<file path="config.mk">
export PLATFORM = sky130hd
export DESIGN_NAME = vec_addsub_pipe
export DESIGN_NICKNAME = d
export VERILOG_FILES = /design/src/rtl/vec_addsub_pipe.sv
export SDC_FILE = /design/constraint.sdc
export NUM_CORES = 1
export LEC_CHECK = 0
export CORE_AREA = 10 10 94 96
export DETAILED_ROUTE_END_ITERATION = 7
export DIE_AREA = 0 0 104 106
export GPL_ROUTABILITY_DRIVEN = 0
export PLACE_DENSITY = 0.91
export SETUP_SLACK_MARGIN = 0.15
export SYNTH_ARGS = -nofsm -noshare
export SYNTH_HDL_FRONTEND = slang
export SYNTH_SLANG_ARGS = --single-unit
</file>
<file path="constraint.sdc">
create_clock -name clock -period 3.57 [get_ports clock]
set_input_delay 0.357 -clock clock [delete_from_list [all_inputs] [get_ports clock]]
set_output_delay 0.357 -clock clock [all_outputs]
set_load 0.05 [all_outputs]
</file>
<file path="src/rtl/vec_addsub_pipe.sv">
`default_nettype none
// ============================================================================
// Module      : vec_addsub_pipe
// Description : Pipelined lane-wise signed vector add/subtract with optional
//               saturation, per-lane overflow flags and valid/ready flow.
// Revision    : 1.0 - initial release
// ============================================================================
module vec_addsub_pipe #(
    parameter int WIDTH   = 8,
    parameter int LANES   = 4,
    parameter int LATENCY = 1,
    parameter int SAT     = 0
) (
    input  logic                   clock,
    input  logic                   reset,
    input  logic                   in_valid,
    output logic                   in_ready,
    input  logic                   op,
    input  logic [LANES*WIDTH-1:0] a,
    input  logic [LANES*WIDTH-1:0] b,
    output logic                   out_valid,
    input  logic                   out_ready,
    output logic [LANES*WIDTH-1:0] y,
    output logic [LANES-1:0]       ovf
);

    localparam int c_vec_w = LANES * WIDTH;

    logic                             w_advance;
    logic [c_vec_w-1:0]               w_res;
    logic [LANES-1:0]                 w_ovf;
    logic [LATENCY-1:0]               r_vld;
    logic [LATENCY-1:0][c_vec_w-1:0]  r_y;
    logic [LATENCY-1:0][LANES-1:0]    r_ovf;

    // The whole pipe moves in lock-step; a stalled head freezes every stage.
    assign w_advance = !out_valid || out_ready;
    assign in_ready  = w_advance;

    generate
        for (genvar i = 0; i < LANES; i++) begin : g_lane
            logic signed [WIDTH:0] w_a_ext;
            logic signed [WIDTH:0] w_b_ext;
            logic signed [WIDTH:0] w_full;
            logic                  w_lane_ovf;

            // One extra bit holds every a+b and a-b exactly, including 0-min.
            assign w_a_ext    = {a[i*WIDTH+WIDTH-1], a[i*WIDTH +: WIDTH]};
            assign w_b_ext    = {b[i*WIDTH+WIDTH-1], b[i*WIDTH +: WIDTH]};
            assign w_full     = op ? (w_a_ext - w_b_ext) : (w_a_ext + w_b_ext);
            assign w_lane_ovf = w_full[WIDTH] ^ w_full[WIDTH-1];
            assign w_ovf[i]   = w_lane_ovf;

            if (SAT != 0) begin : g_sat
                assign w_res[i*WIDTH +: WIDTH] = !w_lane_ovf ? w_full[WIDTH-1:0] :
                    (w_full[WIDTH] ? {1'b1, {(WIDTH-1){1'b0}}}
                                   : {1'b0, {(WIDTH-1){1'b1}}});
            end else begin : g_wrap
                assign w_res[i*WIDTH +: WIDTH] = w_full[WIDTH-1:0];
            end
        end
    endgenerate

    always_ff @(posedge clock) begin
        if (reset) begin
            r_vld <= '0;
            r_y   <= '0;
            r_ovf <= '0;
        end else if (w_advance) begin
            r_vld[0] <= in_valid && in_ready;
            r_y[0]   <= w_res;
            r_ovf[0] <= w_ovf;
            for (int s = 1; s < LATENCY; s++) begin
                r_vld[s] <= r_vld[s-1];
                r_y[s]   <= r_y[s-1];
                r_ovf[s] <= r_ovf[s-1];
            end
        end
    end

    assign out_valid = r_vld[LATENCY-1];
    assign y         = r_y[LATENCY-1];
    assign ovf       = r_ovf[LATENCY-1];

endmodule
`default_nettype wire

</file>
After elaboration in Yosys (flattened, before gate mapping) --
Cells that the tools add are included.
Storage, ports and cells: input port bits 69, logic and storage cells 22, output and inout bits 38, register bits after elaboration 37
Cells by class: reductions and logical operators 3, bitwise gates (word level) 4, muxes and demuxes 4, $add $sub $neg 8
Operators by type and width (count):
- adder 8 x 8 -> 9 bit | 4
- 2-to-1 mux 9 bit | 4
- subtractor 8 x 8 -> 9 bit | 4
- bitwise XOR 1 bit | 4
- logical AND 1 bit | 1
- zero test 1 bit | 1
- logical OR 1 bit | 1

Logic depth before layout (Yosys ltp) --
Gate-level depths: netlist (run 1).
depth in word-level cells 3, mapped depth 13

Worst setup path before layout (run 1) --
Ideal clock, no wire load.
path type input-to-reg, start point input op, end point register r_ovf, in the netlist ovf[0], required time 3.458 ns, slack 0.340 ns, setup time 0.112 ns, arrival 3.118 ns, stages on the path 12, cells stage by stage clkbuf_1 clkbuf_1 buf_1 mux2i_1 ha_1 nor2b_4 o2111ai_2 nand3b_2 o311a_4 xnor2_2 nor2_1 a2111oi_1
On the way: cells in the longest elaborated chain, start to end 2
Ends and longest elaborated chain:
- start: declaration | line 18 | input logic op,
- 2-to-1 mux 9 bit | line 50 | assign w_full = op ? (w_a_ext - w_b_ext) : (w_a_ext + w_b_ext);
- bitwise XOR 1 bit | line 51 | assign w_lane_ovf = w_full[WIDTH] ^ w_full[WIDTH-1];
- end signal: indexed assignment | line 76 | r_ovf[s] <= r_ovf[s-1];
- end: declaration | line 34 | logic [LATENCY-1:0][LANES-1:0] r_ovf;
Every way passes these cells. A chain may end at the register's enable or synchronous reset.

Worst setup path after layout (run 1) --
start point input op, end point register r_ovf, in the netlist ovf[1]
Same word-level chain as after synthesis.

==> impl_metrics.ini, run 1 <==
[synthesis]
ys_ff_latch = 37
synth_fp_nets = 522
yosys.area.top_type = dfxtp_1
synthTopCellsByArea = dfxtp_1, ha_1, xnor2_1
synth_area_um2 = 3220
synth_xor_area_frac = 0.152
synth_compound_area_frac = 0.214
yosysWarnings = 0
synthMuxAreaShare = 0.0155
yosys.area.top_type_share = 0.230
yosys.cell_types.count = 40
async_flop_share = 0
synth_adder_area_share = 0.165
synth_top_family_by_area = compound AO/OA/AOI/OAI gates
yosysSeqAreaShare = 0.230
yosys.area_share.simple = 0.172
synth.avg_cell_area_um2 = 7.80
synth_edf_count = 0
syn_inst = 413
ys.flop_type = dfxtp_1

[power_and_ir_drop]
seq_power_share = 0.264
p_switching_mw = 0.823
p_per_area_nw_per_um2 = 443
ir_worst_vdd_v = 0.000176
total_power_mw = 2.01
swShare = 0.410
leakagePower_nw = 1.87
pwr-share-comb = 0.547
internal-power_mw = 1.18
p_clk_frac = 0.189

[clock_network]
cts_setup_buffers = 0
cts.path.max_buffers = 2
cts_resized = 0
cts_tree = built
clkSinkCount = 37
htreeDepth = 2
clock-root-buffer = clkbuf_8
clkLatencyLatePin_ns = 0.28
clk_transition_reported_paths_ns = 0.07
holdBufCountCts = 0
cts_buffers = 5

[die]
fp.dieH_um = 106
core_um2 = 7060
rows = 31
io_pins = 107
dieArea_um2 = 11000
start_util = 0.456
die_x_um = 104

[setup_path]
critPathKind = in2reg
arrival_ns = 3.31
cpMaxStageDelayCell = clkdlybuf4s50_1
cp.required_ns = 3.76
cp_slowest_stage_delay_ns = 0.84
r2r_slack_ns = 1.95
cp_max_fo = 9
path_cells = clkdlybuf4s50_1 > buf_4 > nor2_1 > xnor2_1 > ha_1 > a21o_1 > a21oi_1 > o21ai_1 > o31ai_1 > xnor2_1 > xnor2_1 > a211oi_1
crit_top_cell = xnor2_1
critPathCaptureType = flop
startpoint_type = input pin

[timing]
fin_skew_ns = 0.00193
rsz0062_at_grt = false
setup_viol = 0
tightest_slew_ns = 0.695
layout_worst_path_cycle_share = 0.873
tns_ns = 0
finalHoldViolations = 0
fmax_ghz = 0.321
period_minus_slack_ns = 3.12
slew-limit-headroom = 0.535
drv_slew = 0

[cells_and_area]
syn2layout_area_growth_pct = 40.6
drive_gt1_frac = 0.0500
diodes = 0
instances_no_fill = 619
final_nets = 628

[drt]
remaining_drc_errors = 0
vias = 3221
drt_iter0_markers = 70
wl_per_cell_um = 14.9
antenna_left = 0
wl_um = 9200
vias_per_cell = 5.20
firstDrtPassIters = 6

[global_routing]
grt_overflow = 0
grt_pass1_wl_um = 15600
grt_max_degree = 24
grt_usage = 0.164
grt_pass1_vias = 3428
antenna_found_initial = 0

[placement]
dp.cells = 611
io_buffers = 106
dp_hpwl_um = 7670

[job]
drv_cap = 0

[outcome]
status = complete, no violations

[hold_path]
hp-class = reg2reg
## area by class of cell
class	count	area, µm²
multi-input cells	332	2320
inverters	28	105
clock inverters	1	30.0
flip-flops and latches	37	741
well taps	99	124
repair buffers	115	1130
clock buffers	7	86.3
fillers	614	2530
## cell usage after synthesis, types with 7 or more instances
master / number
a211oi_1: 19
a21oi_1: 52
clkbuf_1: 14
dfxtp_1: 37
ha_1: 36
inv_1: 27
nand2_1: 44
nor2_1: 43
nor3_1: 10
o21ai_0: 10
xnor2_1: 45
xor2_1: 7
## metal layers
layer | wire length [µm] | global-route usage | vias up
met5 | 0 | 0 | -
met4 | 83 | 0.0398 | 0
met3 | 413 | 0.0308 | 9
met2 | 4650 | 0.307 | 83
met1 | 4050 | 0.187 | 1492
li1 | - | - | 1637
## worst max-delay path: cells and delay by family
kind	cells	cell delay, ns
fa+ha+maj	1	0.33
compound gates	5	1.05
xor+xnor	3	0.38
simple gates	1	0.06
buf+inv	2	1.10
## power by group through the flow
stage	logic, mW	clock network [mW]	registers, mW
after detailed placement	1.10	0	0.541
final	1.10	0.378	0.530
after CTS	1.10	0.387	0.531
after global routing	1.19	0.409	0.540
after global placement	1.07	0	0.538
after floorplan	0.485	0	0.800
## cells in the final DEF (no fill, tap or decap), types with 2 or more instances in the layout
| cell | n |
|---|---|
| xor2_1 | 7 |
| dfxtp_1 | 37 |
| clkdlybuf4s50_1 | 105 |
| fa_1 | 4 |
| nand3_1 | 5 |
| xnor2_1 | 45 |
| o21ai_1 | 2 |
| buf_4 | 10 |
| ha_1 | 36 |
| inv_1 | 27 |
| nor3_1 | 10 |
| xnor2_2 | 2 |
| mux2i_1 | 5 |
| or3_1 | 4 |
| nand2_1 | 44 |
| o21ai_0 | 10 |
| a31oi_1 | 4 |
| o31ai_1 | 2 |
| nor3b_1 | 3 |
| a21o_1 | 3 |
| nor4_1 | 3 |
| nand2b_1 | 5 |
| o21bai_1 | 3 |
| nor2_1 | 43 |
| o21a_1 | 5 |
| clkbuf_8 | 6 |
| nor2b_1 | 4 |
| a21oi_1 | 52 |
| a211oi_1 | 19 |
## cells by family after synthesis
group,after synthesis
buffers and inverters,44
xor gates and xnor gates,54
DFF,37
muxes,5
AOI/OAI and AO/OA,109
adders and majority gates,40
and+or+nand+nor,124
## worst paths after layout
| kind | startpoint | to | cells past startpoint |
|---|---|---|---|
| setup reg to reg | out_valid | ovf[0] | 6 |
| hold reg to reg | y[11] | y[11] | 2 |
| setup / recovery | op | ovf[1] | 12 |
| hold / removal | y[11] | y[11] | 2 |
## flip-flops by register name, summed over array words and instances (netlist names)
register	cells
out_valid	1
ovf	4
y	32
## per-stage QoR
step / util / hold WS [ns] / setup WS, ns / area, µm²
4_1_cts: 0.642 / 0.455 / 0.485 / 4530
2_1_floorplan: - / 0.478 / 0.340 / 3220
3_5_place_dp: 0.625 / 0.446 / 0.198 / 4410
6_report: 0.642 / 0.455 / 0.455 / 4530
5_1_grt: 0.642 / 0.477 / 0.219 / 4530
3_3_place_gp: 0.625 / 0.440 / 0.355 / 4410
No activity file was read; power rests on OpenSTA's default activity.
==> run 2: changes to the inputs <==
--- a/config.mk
+++ b/config.mk
@@ -5,11 +5,11 @@
 export SDC_FILE = /design/constraint.sdc
 export NUM_CORES = 1
 export LEC_CHECK = 0
-export CORE_AREA = 10 10 94 96
+export CORE_AREA = 10 10 92 94
 export DETAILED_ROUTE_END_ITERATION = 7
-export DIE_AREA = 0 0 104 106
+export DIE_AREA = 0 0 102 104
 export GPL_ROUTABILITY_DRIVEN = 0
-export PLACE_DENSITY = 0.91
+export PLACE_DENSITY = 0.94
 export SETUP_SLACK_MARGIN = 0.15
 export SYNTH_ARGS = -nofsm -noshare
 export SYNTH_HDL_FRONTEND = slang
==> constraint.sdc (replaced) <==
create_clock -name clock -period 4 [get_ports clock]
set_input_delay 0.4 -clock clock [delete_from_list [all_inputs] [get_ports clock]]
set_output_delay 0.4 -clock clock [all_outputs]
set_load 0.05 [all_outputs]
==> run 2 against run 1 <==
Effect of this change: clock power shrank 22%; worst setup slack improved by 0.43 ns; non-clock buffer count down 4; cell area down 1.5%; first-iteration DRC count fell by 10%; hold slack worse by 0.0036 ns; global-route usage rose by 0.23 points; die area fell by 3.8%; sequential power decreased by 11%.
==> impl_metrics.ini, run 2 (same netlist as run 1, synthesis figures left out) <==
[placement]
dp_hpwl_um = 7530
io_buffers = 106
placed_area_um2 = 4360
place_ws_ns = 0.589

[drt]
wl_um = 9150
vias = 3265
vias_per_cell = 5.48
remaining_drc_errors = 0
firstDrtPassIters = 4
antenna_left = 0
wl_per_cell_um = 15.4
drt_iter0_markers = 63

[cells_and_area]
fin_util = 0.668
multi_input_area_um2 = 2320
syn2layout_area_growth_pct = 38.5
final_area_um2 = 4460
final_common_cell = clkdlybuf4s50_1
diodes = 0
largest_register_ffs = 32
final_nets = 624
drive_gt1_frac = 0.0446
regArea_um2 = 741
fillers = 549
final_cell_mix = clkdlybuf4s50_1, a21oi_1, xnor2_1, nand2_1, nor2_1

[clock_network]
cts_setup_buffers = 0
clkLatencyLatePin_ns = 0.28
cts_buffers = 5
cts_tree = built
clkSinkCount = 37
clk_transition_reported_paths_ns = 0.07
htreeDepth = 2
cts_resized = 0
holdBufCountCts = 0
clock-root-buffer = clkbuf_8
cts.path.max_buffers = 2

[timing]
period_minus_slack_ns = 3.12
fin_skew_ns = 0.00459
setup_viol = 0
tightest_slew_ns = 0.564
drv_slew = 0
finalHoldViolations = 0
tns_ns = 0
fmax_ghz = 0.321
slew-limit-headroom = 0.623
rsz0062_at_grt = false
layout_worst_path_cycle_share = 0.779
fin_ws_ns = 0.884

[hold_path]
worstHoldStart = y[15]
hold_path_end = y[15]
hp-class = reg2reg
hold_depth = 2

[power_and_ir_drop]
leakagePower_nw = 1.84
ir_worst_vdd_v = 0.000171
p_per_area_nw_per_um2 = 390
total_power_mw = 1.74

[die]
core_um2 = 6680
die_x_um = 102
start_util = 0.482
rows = 30
dieArea_um2 = 10600
fp.dieH_um = 104
io_pins = 107

[outcome]
status = complete, no violations

[setup_path]
r2r-start = out_valid
startpoint_type = input pin
arrival_ns = 3.32
critPathKind = in2reg
critPathCaptureType = flop
r2r_slack_ns = 1.82
worstReg2RegEnd = ovf[0]
cp.required_ns = 4.20
cp_max_fo = 18
ff2ff_path_depth = 7

[global_routing]
grt_usage = 0.166
antenna_found_initial = 0
grt_overflow = 0
grt_pass1_wl_um = 14800
grt_max_degree = 40
grt_pass1_vias = 3322

[job]
drv_cap = 0
run 2: critical path, cell delays in order:
cell and delay, ns:
clkdlybuf4s50_1 0.71, buf_4 0.31, mux2i_1 0.15, fa_1 0.44, a21o_1 0.18, a21oi_1 0.23, o21ai_1 0.13, o31ai_1 0.27
xnor2_1 0.14, xnor2_1 0.14, a211oi_1 0.21
run 2: stage by stage:
step / std cells / hold slack, ns
after detailed placement: 588 / 0.444
after global routing: 596 / 0.473
after global placement: 588 / 0.439
after floorplan: 413 / 0.521
after CTS: 596 / 0.454
final: 596 / 0.451
run 2: how the worst max path moves through the flow:
stage,startpoint,end,cells past startpoint
finish,op,ovf[1],11
global route,b[8],ovf[1],14
CTS,op,ovf[1],11
detailed placement,op,ovf[1],11
global placement,op,ovf[3],11
floorplan,op,ovf[0],12
run 2: per-layer routing:
metal  vias to the layer above  share of wire  GRT usage
met2                       107           0.50      0.297
met1                      1513           0.42      0.183
met5                         -              0          0
li1                       1635              -          -
met4                         0          0.013     0.0494
met3                        10          0.065     0.0439
run 2: final cells by class:
type                            instances  share of cell area
Clock inverter                          1             0.00112
Tap cell                               80              0.0224
Timing Repair Buffer                  111               0.246
Clock buffer                            7              0.0216
Sequential cell                        37               0.166
Multi-Input combinational cell        332               0.519
Inverter                               28              0.0236
run 2: power breakdown:
part | total, mW | switching (mW) | internal [mW]
clock | 0.293 | 0.137 | 0.156
combinational | 0.977 | 0.565 | 0.412
sequential | 0.471 | 0.0335 | 0.437
